## config.mk

```make
export PLATFORM = sky130hd
export DESIGN_NAME = systolic_output_deskew
export DESIGN_NICKNAME = d
export VERILOG_FILES = /design/src/rtl/systolic_output_deskew.sv
export SDC_FILE = /design/constraint.sdc
export NUM_CORES = 1
export LEC_CHECK = 0
export BUFFER_PORTS_ARGS = -buffer_cell sky130_fd_sc_hd__buf_2
export CORE_ASPECT_RATIO = 0.5
export CORE_MARGIN = 8
export CORE_UTILIZATION = 50
export DETAILED_ROUTE_END_ITERATION = 6
export PLACE_DENSITY = 0.71
export REMOVE_ABC_BUFFERS = 1
export SETUP_SLACK_MARGIN = 0.1
export SYNTH_ARGS = -nofsm -noshare
export SYNTH_HDL_FRONTEND = slang
export SYNTH_SLANG_ARGS = --single-unit
export TNS_END_PERCENT = 30
```

## constraint.sdc

```tcl
create_clock -name clk -period 2.8 [get_ports clk]
set_clock_uncertainty 0.1 [all_clocks]
set_input_delay 0.28 -clock clk [delete_from_list [all_inputs] [get_ports clk]]
set_output_delay 0.28 -clock clk [all_outputs]
set_load 0.005 [all_outputs]
```

## src/rtl/systolic_output_deskew.sv

```systemverilog
`default_nettype none
// ============================================================================
// Module   : systolic_output_deskew
// Brief    : Realigns staggered systolic-array column outputs into full rows
//            and buffers them in a FIFO with a valid/ready output handshake.
//            Optional macro OUTPUT_RELU_EN clamps negative elements on push.
// Revision : 1.0  initial release
// ============================================================================
module systolic_output_deskew #(
  parameter int sys_cols   = 4,
  parameter int P_BITWIDTH = 32,
  parameter int FIFO_DEPTH = 8
) (
  input  logic                                 clk,
  input  logic                                 rst,
  input  logic                                 clr,
  input  logic                                 in_valid,
  input  logic [sys_cols-1:0][P_BITWIDTH-1:0]  of_data,
  output logic                                 out_valid,
  input  logic                                 out_ready,
  output logic [sys_cols-1:0][P_BITWIDTH-1:0]  out_data,
  output logic [$clog2(FIFO_DEPTH):0]          fifo_count,
  output logic                                 overflow
);

  localparam int c_aw = $clog2(FIFO_DEPTH);
  localparam int c_cw = c_aw + 1;
  localparam logic [c_cw-1:0] c_full = c_cw'(FIFO_DEPTH);

  logic [sys_cols-1:0][P_BITWIDTH-1:0] w_ar;
  logic [sys_cols-1:0][P_BITWIDTH-1:0] w_wr_row;
  logic                                w_av;

  // Column j is delayed by sys_cols-1-j stages so every column lines up with the last one.
  generate
    for (genvar j = 0; j < sys_cols; j++) begin : g_col
      if (j == sys_cols - 1) begin : g_pass
        assign w_ar[j] = of_data[j];
      end else begin : g_dly
        localparam int c_d = sys_cols - 1 - j;
        logic [c_d-1:0][P_BITWIDTH-1:0] r_pipe;
        always_ff @(posedge clk or negedge rst) begin
          if (!rst) begin
            r_pipe <= '0;
          end else begin
            r_pipe[0] <= of_data[j];
            for (int k = 1; k < c_d; k++) r_pipe[k] <= r_pipe[k-1];
          end
        end
        assign w_ar[j] = r_pipe[c_d-1];
      end
    end
  endgenerate

  generate
    if (sys_cols > 1) begin : g_vsr
      logic [sys_cols-2:0] r_vsr;
      always_ff @(posedge clk or negedge rst) begin
        if (!rst) begin
          r_vsr <= '0;
        end else if (clr) begin
          r_vsr <= '0;
        end else begin
          r_vsr[0] <= in_valid;
          for (int k = 1; k < sys_cols - 1; k++) r_vsr[k] <= r_vsr[k-1];
        end
      end
      assign w_av = r_vsr[sys_cols-2];
    end else begin : g_novsr
      assign w_av = in_valid;
    end
  endgenerate

`ifdef OUTPUT_RELU_EN
  generate
    for (genvar j = 0; j < sys_cols; j++) begin : g_relu
      assign w_wr_row[j] = w_ar[j][P_BITWIDTH-1] ? '0 : w_ar[j];
    end
  endgenerate
`else
  assign w_wr_row = w_ar;
`endif

  logic [sys_cols-1:0][P_BITWIDTH-1:0] r_mem [FIFO_DEPTH];
  logic [c_aw-1:0]                     r_wr_ptr;
  logic [c_aw-1:0]                     r_rd_ptr;
  logic [c_cw-1:0]                     r_count;
  logic                                r_ovf;
  logic                                w_full;
  logic                                w_pop;
  logic                                w_push;
  logic                                w_drop;

  // A pop frees the slot in the same edge, so a full FIFO still accepts a push then.
  assign w_full = (r_count == c_full);
  assign w_pop  = (r_count != '0) && out_ready;
  assign w_push = w_av && (!w_full || w_pop);
  assign w_drop = w_av && w_full && !w_pop;

  always_ff @(posedge clk or negedge rst) begin
    if (!rst) begin
      for (int i = 0; i < FIFO_DEPTH; i++) r_mem[i] <= '0;
      r_wr_ptr <= '0;
      r_rd_ptr <= '0;
      r_count  <= '0;
      r_ovf    <= 1'b0;
    end else if (clr) begin
      r_wr_ptr <= '0;
      r_rd_ptr <= '0;
      r_count  <= '0;
      r_ovf    <= 1'b0;
    end else begin
      if (w_push) begin
        r_mem[r_wr_ptr] <= w_wr_row;
        r_wr_ptr        <= r_wr_ptr + c_aw'(1);
      end
      if (w_pop) r_rd_ptr <= r_rd_ptr + c_aw'(1);
      if (w_push && !w_pop)      r_count <= r_count + c_cw'(1);
      else if (!w_push && w_pop) r_count <= r_count - c_cw'(1);
      if (w_drop) r_ovf <= 1'b1;
    end
  end

  assign out_valid  = (r_count != '0);
  assign out_data   = r_mem[r_rd_ptr];
  assign fifo_count = r_count;
  assign overflow   = r_ovf;

endmodule
`default_nettype wire

```

# After elaboration in Yosys (flattened, before gate mapping)
# Cells that the tools add are included.
# totals
word_cells,87
ff_bits,1230
# op_classes
reduce_logical,17
n_eq_ne,1
mux,16
n_addsub,4
bitwise,3
magnitude_cmp,3
# op_table
operator,count
bitwise mux 1024 bit,1
binary-select mux 128 bit (select 3 bit),1
demux 128 bit (select 3 bit),1
2-to-1 mux 128 bit,3
2-to-1 mux 3 bit,5
2-to-1 mux 4 bit,3
>= comparator 4 bit (second input constant),2
NOT 3 -> 4 bit,2
logical AND 1 bit,7
adder 3 x 1 -> 3 bit (second input constant),2
nonzero test 2 bit,3
adder 4 x 1 -> 4 bit (second input constant),1
equality test 4 bit (second input constant),1
less-than comparator 4 x 1 -> 1 bit (second input constant),1
nonzero test 4 bit,1
subtractor 4 x 1 -> 4 bit (second input constant),1
zero test 1 bit,3
nonzero test 3 bit,1
2-to-1 mux 1 bit,2
AND reduction 2 bit,1
logical OR 1 bit,1
NOT 1 bit,1

# Longest topological paths before layout
# Gate-level depths: netlist (run 1).
# logic_depth
ltp_word,9
depth_mapped,7

# Worst setup path after synthesis (run 1)
# OpenSTA, ideal clock, no wires.
# synth_timing
path_type,reg2reg
start,register r_count[2] (netlist: fifo_count[2])
end,register r_count[3] (netlist: fifo_count[3])
path_buffers,0
slack_ns,0.259
arrival_ns,2.316
stages_incl_launch_ff,8
setup_time_ns,0.125
cell_sequence,dfrtp_1 > o41a_1 > a211o_1 > ha_1 > nand3_1 > and3_1 > mux2i_1 > mux2_2
# synth_via
elab_chain_cells,7
word_cells_on_any_way,16
cone_classes,add/sub (2); eq/ne (1); mux (3); reduce/logical (10)
# synth_lines
element,line,text
start: declaration,87,logic [c_cw-1:0] r_count;
start signal: assignment,118,if (w_push && !w_pop) r_count <= r_count + c_cw'(1);
start signal: assignment,119,else if (!w_push && w_pop) r_count <= r_count - c_cw'(1);
"parallel branches: the longest is 7 deep, another holds subtractor 4 x 1 -> 4 bit",-,
# Parallel ways; which one is timed is not known. The select of a mux whose other input is x is not followed.
# A chain may end at the register's enable or synchronous reset.

==> results.cfg, run 1 <==
[die]
ios = 267
dieArea_sq_um = 114000
core_sq_um = 102000
initial_utilization_pct = 50.3
die_w_um = 469
die_y_um = 243
rows = 83

[yosys]
syn-cell-area_sq_um = 51400
synth_area_per_cell_sq_um = 17.8
synth-seq-cells = 1230
synth_edf_count = 0
synthXorXnorAreaFrac_pct = 0.0852
post-synth-top-count-cell = dfrtp_1
ys_seq_area_share_pct = 59.9
synth_fa_ha_area_share_pct = 0.136
synth_top_cell_area_share_pct = 59.9
synthCells = 2894
synth_area_leader_cell = dfrtp_1
synthSimpleGateAreaFrac_pct = 0.443
yosys.cell_types.count = 39
synthMuxAreaShare_pct = 37.3
synth_top_family_by_area = multiplexers
synth_area_leaders = dfrtp_1, mux2_2, mux4_2
synth_ff_type = dfrtp_1
async_flop_share_pct = 100
synth_warnings = 0
synth-compound-area-share_pct = 0.175
netlist_top_cells_count = dfrtp_1, mux2_2, mux4_2

[outcome]
outcome = finished, violations left
violations = negative setup slack

[critical_path]
cp.arrival_ns = 2.66
worstSetupPathType = flip-flop to primary output
endpoint_kind = primary output
worst-path-max-fanout = 11
path_delay_family = multiplexers
max_stage_delay_ns = 0.53
startpoint_type = flip-flop
path_cells = buf_12 > buf_6 > buf_12 > mux4_2 > mux2_2 > buf_2
cp_slowest_cell = dfrtp_4
critPathMostFrequentCell = buf_12
cp_data_required_time_ns = 2.42
cp_num_buf_inv = 4

[finish]
nets = 3523
synthToLayoutAreaGrowth_pct = 20.4
fillCellCount = 7364
multi_input_area_sq_um = 19900
layout.area.seq_sq_um = 30800
fin_util_pct = 60.5
instances_no_fill = 4834
drive_above_1_share_pct = 58.6

[timing]
max-slew-margin-rel_pct = 57.4
maxSlewViolCount = 0
tightest_slew_ns = 0.639
tns_ns = -24.18
hold_viol_final = 0
fin_ws_ns = -0.245
fmax_ghz = 0.328
period_minus_slack_ns = 3.04
finalSetupViolCount = 128
grt_setup_unrepaired = yes
period_share_pct = 109

[routing]
drc = 0
wl_per_cell_um = 24.1
ant_nets = 0
vias_per_cell = 5.70
vias = 27600
dr.pass1.iters = 7
drt_iter0_drc = 1608
wl_mm = 116

[cts]
cts_buffers = 108
htree_levels = 3
clockRootBuffer = clkbuf_16
cts_tree = yes
clk_pin_slew_ns = 0.07
cts.path.max_buffers = 3
cts_sinks = 1230
clkLatencyLatePin_ns = 0.72

[global_routing]
grt_pass1_vias = 31000
grt.overflow.total = 0
grt.total_usage_pct = 20.5
grt_antenna_before_repair = 2
grt_pass1_wl_mm = 185
grt_start_max_net_pins = 108

[flow_run]
max-cap-violations = 0

[worst_hold_path]
min_path_type = input port to async pin

[placed_design]
place_ws_ns = 0.237
dp_hpwl_mm = 69.4
dp.cells = 4470
io_buffers = 266
place_congestion = 0.751

[pwr]
finalPower_w = 0.0460
power.density_nw_per_um2 = 744
p_leak_nw = 29.8
irDropWorstVdd_v = 0.000564
registers in the layout, summed over array words and instances (netlist names):
signal and count:
fifo_count 4, g_col.g_dly.r_pipe 192, g_vsr.r_vsr 3, overflow 1, r_mem 1024, r_rd_ptr 3, r_wr_ptr 3
worst reg2reg max path, delay by kind of cell, from the launching register on:
| kind | cells | cell delay, ns |
|---|---|---|
| multiplexers | 2 | 0.49 |
| flip-flops | 1 | 0.46 |
| adder cells (fa/ha/maj) | 1 | 0.31 |
| AO/OA/AOI/OAI | 2 | 0.77 |
| AND/OR/NAND/NOR | 2 | 0.29 |
power breakdown:
part / internal (W) / leakage [nW] / switching [W] / total [W]
Combinational: 0.00657 / 11.4 / 0.00451 / 0.0111
Clock: 0.00888 / 1.85 / 0.00676 / 0.0156
Sequential: 0.0186 / 16.5 / 0.000637 / 0.0193
metal layers:
metal	wire, um	up-vias	track usage [%]
met1	50900	15200	27.8
met2	59400	394	34.8
met3	3670	159	3.31
met5	0	-	0
li1	-	11800	-
met4	2430	0	5.18
stage by stage:
stage | cell area (sq um) | hold WS, ns
global route | 61900 | 0.0451
floorplan | 50400 | -0.116
global placement | 55400 | 0.171
finish | 61900 | 0.0363
CTS | 61300 | 0.00199
detailed placement | 55400 | 0.166
repair_timing:
item	in CTS	in global routing
cloned	8	3
pin swaps	0	1
buffers inserted	18	3
hold buffers	133	0
gates resized for setup	115	84
setup endpoints to repair	128	129
endpoints found under the hold margin	1296	0
logic make-up (layout without fill, tap and decap cells):
group,after synthesis,after routing
compound gates,13,13
xor+xnor,5,5
fa+ha+maj,5,5
buf+inv,191,770
flops,1230,1230
mux,1411,1411
other cells,0,1
simple gates,39,39
cell usage in the layout (no fill, tap or decap), types with 3 or more instances in the layout:
master	n
a21oi_1	5
buf_12	71
buf_16	14
buf_2	194
buf_4	65
buf_6	84
bufinv_16	8
clkbuf_1	19
clkbuf_16	112
clkbuf_8	36
clkinv_2	14
clkinv_4	3
clkinvlp_4	3
dfrtp_1	1225
dfrtp_4	3
dlygate4sd3_1	133
ha_1	3
inv_1	5
mux2_2	973
mux2_4	178
mux4_2	256
nand2_1	4
nor2_1	8
nor2b_1	5
nor3_1	3
o21ai_0	3
or3_4	3
xnor2_1	3
final cells by class:
class / instances / area share, %
flip-flops and latches: 1230 / 49.8
diodes: 1 / 0.00404
inverters: 5 / 0.0303
clock inverters: 34 / 0.748
repair buffers: 567 / 9.18
clock buffers: 164 / 5.32
multi-input cells: 1473 / 32.2
well taps: 1360 / 2.75
final timing paths:
kind	start	end	slack (ns)	depth (start not counted)
max reg2reg	fifo_count[2]	fifo_count[3]	0.27	7
max	r_rd_ptr[0]	out_data[97]	-0.24	6
min reg2reg	g_col[0].g_dly.r_pipe[18]	g_col[0].g_dly.r_pipe[50]	0.22	0
max in group asynchronous	rst	r_mem[224]	1.50	3
min in group clk	of_data[50]	g_col[1].g_dly.r_pipe[18]	0.10	2
min	rst	g_col[1].g_dly.r_pipe[4]	0.04	2
Power figures use the tool's default switching activity.
==> inputs of run 2 (changes only) <==
--- a/config.mk
+++ b/config.mk
@@ -8,9 +8,9 @@
 export BUFFER_PORTS_ARGS = -buffer_cell sky130_fd_sc_hd__buf_2
 export CORE_ASPECT_RATIO = 0.5
 export CORE_MARGIN = 8
-export CORE_UTILIZATION = 50
+export CORE_UTILIZATION = 61
 export DETAILED_ROUTE_END_ITERATION = 6
-export PLACE_DENSITY = 0.71
+export PLACE_DENSITY = 0.83
 export REMOVE_ABC_BUFFERS = 1
 export SETUP_SLACK_MARGIN = 0.1
 export SYNTH_ARGS = -nofsm -noshare
==> results.cfg, run 2 (same netlist as run 1, synthesis figures left out) <==
[outcome]
outcome = finished, violations left
violations = negative setup slack

[critical_path]
path_cells = buf_12 > buf_8 > buf_12 > buf_16 > mux4_2 > mux2_4 > buf_6
endpoint_kind = primary output
cp_slowest_cell = mux4_2
cp_num_buf_inv = 5
path_delay_family = multiplexers
rr_startpoint = fifo_count[2]
critPathMostFrequentCell = buf_12
worstSetupPathType = flip-flop to primary output
worst-path-max-fanout = 7
cp.arrival_ns = 2.66
startpoint_type = flip-flop
max_stage_delay_ns = 0.51
critPathLaunch = r_rd_ptr[0]
cp_data_required_time_ns = 2.42

[cts]
clkLatencyLatePin_ns = 0.70
cts.path.max_buffers = 3
htree_levels = 3
cts_buffers = 102
cts_tree = yes
clk_pin_slew_ns = 0.07
cts_sinks = 1230
clockRootBuffer = clkbuf_16

[routing]
dr.pass1.iters = 5
drt_iter0_drc = 2035
vias_per_cell = 6.16
vias = 28200
drc = 0
wl_mm = 121
wl_per_cell_um = 26.4
ant_nets = 0

[global_routing]
grt_antenna_before_repair = 2
grt.total_usage_pct = 25.2
grt.overflow.total = 0
grt_pass1_wl_mm = 187
grt_pass1_vias = 31900
grt_start_max_net_pins = 111

[die]
core_sq_um = 83600
die_y_um = 221
rows = 75
ios = 267
initial_utilization_pct = 61.5
die_w_um = 426
dieArea_sq_um = 94300

[timing]
period_minus_slack_ns = 3.04
max-slew-margin-rel_pct = 36.4
fmax_ghz = 0.329
hold_viol_final = 0
finalSetupViolCount = 128
grt_setup_unrepaired = yes
period_share_pct = 108
tightest_slew_ns = 0.953
maxSlewViolCount = 0
fin_ws_ns = -0.238

[finish]
final_cell_area_sq_um = 61600
fin_util_pct = 73.7
largest-register = r_mem
largest_reg_flops = 1024
layout_common_cells = dfrtp_1, mux2_2, mux4_2, mux2_4, buf_2
layout_commonest_cell = dfrtp_1
drive_above_1_share_pct = 58.2
nets = 3516
synthToLayoutAreaGrowth_pct = 19.8

[pwr]
p_leak_nw = 29.7
irDropWorstVdd_v = 0.000508
finalPower_w = 0.0463
power.density_nw_per_um2 = 752

[placed_design]
io_buffers = 266
dp_hpwl_mm = 66.9
dpl_cell_area_sq_um = 54800
place_congestion = 0.769
place_ws_ns = 0.185

[worst_hold_path]
min_path_type = input port to async pin

[flow_run]
max-cap-violations = 0
[run 2: metrics by stage]
| step | TNS [ns] | instances | hold slack [ns] |
|---|---|---|---|
| 2_1_floorplan | -7089.10 | 2708 | -0.116 |
| 3_3_place_gp | 0 | 4217 | 0.171 |
| 3_5_place_dp | 0 | 4217 | 0.175 |
| 4_1_cts | -28.23 | 4553 | 0.0218 |
| 5_1_grt | -32.47 | 4573 | 0.0750 |
| 6_report | -23.21 | 4573 | 0.0685 |
[run 2: worst paths after layout]
path / slack (ns) / cells past startpoint / to
hold / removal: 0.07 / 2 / r_mem[411]
setup / recovery: -0.24 / 7 / out_data[97]
hold reg to reg: 0.24 / 0 / g_col[0].g_dly.r_pipe[81]
setup reg to reg: 0.22 / 7 / fifo_count[3]
min in group clk: 0.11 / 2 / g_col[0].g_dly.r_pipe[27]
max in group asynchronous: 1.51 / 4 / r_mem[467]
[run 2: power by group]
part	leakage (nW)	total, W	switching, W	internal [W]
registers	16.5	0.0193	0.000647	0.0186
logic	11.6	0.0124	0.00492	0.00746
clock network	1.64	0.0146	0.00661	0.00803
[run 2: timing repair]
item                       4_1_cts  5_1_grt
cloned                          11       11
setup endpoints to repair      128      186
resized for setup              199       85
hold buffers                   133        0
hold endpoints to repair      1002        0
buffers inserted                11        8
pin swaps                        0        0
[run 2: cell type report]
class                           instances  area (sq um)
Fill cell                            4712         22000
Clock buffer                          138          2830
Multi-Input combinational cell       1473         20000
Clock inverter                         43           518
Sequential cell                      1230         30800
Tap cell                             1116          1400
Timing Repair Buffer                  566          6030
Antenna cell                            2          5.00
Inverter                                5          18.8
[run 2: metal layers]
metal | track usage, % | vias to the layer above | routed length, um
li1 | - | 11700 | -
met1 | 34.2 | 15600 | 50500
met2 | 42.0 | 663 | 62200
met3 | 3.85 | 217 | 4460
met4 | 8.86 | 0 | 3560
met5 | 0 | - | 0
==> inputs of run 3 (changes only) <==
--- a/config.mk
+++ b/config.mk
@@ -6,11 +6,13 @@
 export NUM_CORES = 1
 export LEC_CHECK = 0
 export BUFFER_PORTS_ARGS = -buffer_cell sky130_fd_sc_hd__buf_2
+export CELL_PAD_IN_SITES_DETAIL_PLACEMENT = 1
+export CELL_PAD_IN_SITES_GLOBAL_PLACEMENT = 1
 export CORE_ASPECT_RATIO = 0.5
 export CORE_MARGIN = 8
-export CORE_UTILIZATION = 61
+export CORE_UTILIZATION = 53
 export DETAILED_ROUTE_END_ITERATION = 6
-export PLACE_DENSITY = 0.83
+export PLACE_DENSITY = 0.84
 export REMOVE_ABC_BUFFERS = 1
 export SETUP_SLACK_MARGIN = 0.1
 export SYNTH_ARGS = -nofsm -noshare
==> results.cfg, run 3 (same netlist as run 1, synthesis figures left out) <==
[cts]
cts_tree = yes
clk_pin_slew_ns = 0.07
cts_buffers = 106
cts_sinks = 1230
htree_levels = 3
clockRootBuffer = clkbuf_16
clkLatencyLatePin_ns = 0.72
cts.path.max_buffers = 3

[timing]
max-slew-margin-rel_pct = 52.5
hold_viol_final = 0
period_share_pct = 110
period_minus_slack_ns = 3.09
finalSetupViolCount = 125
fin_ws_ns = -0.286
fmax_ghz = 0.324
grt_setup_unrepaired = yes
hold_ws_ns = 0.00348
tns_ns = -26.75
tightest_slew_ns = 0.712
maxSlewViolCount = 0

[finish]
synthToLayoutAreaGrowth_pct = 18.6
largest_reg_flops = 1024
nets = 3492
layout_commonest_cell = dfrtp_1
multi_input_area_sq_um = 20000
layout_common_cells = dfrtp_1, mux2_2, mux4_2, buf_2, mux2_4
drive_above_1_share_pct = 58.2
largest-register = r_mem
fillCellCount = 8029
layout.area.seq_sq_um = 30800

[critical_path]
cp.arrival_ns = 2.71
cp_slowest_cell = mux4_2
worstSetupPathType = flip-flop to primary output
startpoint_type = flip-flop
worst-path-max-fanout = 11
path_cells = buf_12 > buf_6 > mux4_2 > mux2_2 > buf_2
cp_data_required_time_ns = 2.42
max_stage_delay_ns = 0.57
endpoint_kind = primary output

[pwr]
p_leak_nw = 29.5
irDropWorstVdd_v = 0.000461
power.density_nw_per_um2 = 756
finalPower_w = 0.0461

[placed_design]
io_buffers = 266
place_ws_ns = 0.130
dp_hpwl_mm = 78.3
place_congestion = 0.742

[flow_run]
max-cap-violations = 0

[global_routing]
grt_antenna_before_repair = 4
grt_start_max_net_pins = 93
grt.total_usage_pct = 28.6
grt_pass1_vias = 34600
grt_pass1_wl_mm = 237
grt.overflow.total = 0

[die]
die_w_um = 456
ios = 267
die_y_um = 236
rows = 80
dieArea_sq_um = 108000
initial_utilization_pct = 53.7
core_sq_um = 95700

[routing]
vias = 29800
vias_per_cell = 6.31
wl_per_cell_um = 33.1
drt_iter0_drc = 2523
dr.pass1.iters = 5
wl_mm = 156
drc = 0
ant_nets = 0

[outcome]
violations = negative setup slack
outcome = finished, violations left

[worst_hold_path]
min_path_type = input port to async pin
==> run 3: area by class of cell <==
cell class | count | share of cell area, %
diodes | 4 | 0.0164
clock inverters | 46 | 1.07
repair buffers | 538 | 7.91
inverters | 5 | 0.0308
multi-input cells | 1473 | 32.8
clock buffers | 149 | 5.06
well taps | 1271 | 2.61
flip-flops and latches | 1230 | 50.5
==> run 3: through the flow <==
stage	utilization (%)	cells	area [sq um]
final	63.7	4716	61000
after global routing	63.7	4716	61000
after CTS	63.3	4711	60600
after detailed placement	57.7	4380	55200
after global placement	57.7	4380	55200
after floorplan	-	2708	50400
==> run 3: final timing paths <==
path	start	slack, ns	to	cells after the start
setup reg to reg	fifo_count[2]	0.02	fifo_count[3]	7
max in group asynchronous	rst	1.46	r_mem[377]	3
hold reg to reg	g_col[1].g_dly.r_pipe[27]	0.23	g_col[1].g_dly.r_pipe[59]	0
setup / recovery	r_rd_ptr[0]	-0.29	out_data[18]	5
hold / removal	rst	0.003	g_vsr.r_vsr[1]	2
min in group clk	of_data[49]	0.10	g_col[1].g_dly.r_pipe[17]	2
==> run 3: per-layer routing <==
layer | routed length, um | GRT usage (%) | vias up
met2 | 80400 | 48.3 | 1160
met3 | 7190 | 5.10 | 424
met1 | 61400 | 36.7 | 16500
li1 | - | - | 11600
met5 | 0 | 0 | -
met4 | 6960 | 12.0 | 0
==> run 3: what timing repair did <==
| item | in CTS | in global routing |
|---|---|---|
| buffers inserted | 3 | 1 |
| endpoints found under the setup margin | 131 | 246 |
| hold endpoints to repair | 954 | 0 |
| pin swaps | 2 | 2 |
| gates resized for setup | 59 | 94 |
| hold buffers | 133 | 0 |
==> run 3: where the power goes <==
group	switching (W)	internal, W	total (W)
sequential	0.000820	0.0186	0.0195
clock	0.00742	0.00903	0.0165
combinational	0.00471	0.00546	0.0102
total	0.0129	0.0331	0.0461
==> run 3: critical path, delay by kind of cell, from the launching register on <==
family                 cells  cell delay, ns
buffers and inverters      3            0.58
muxes                      2            0.90
DFF                        1            0.50
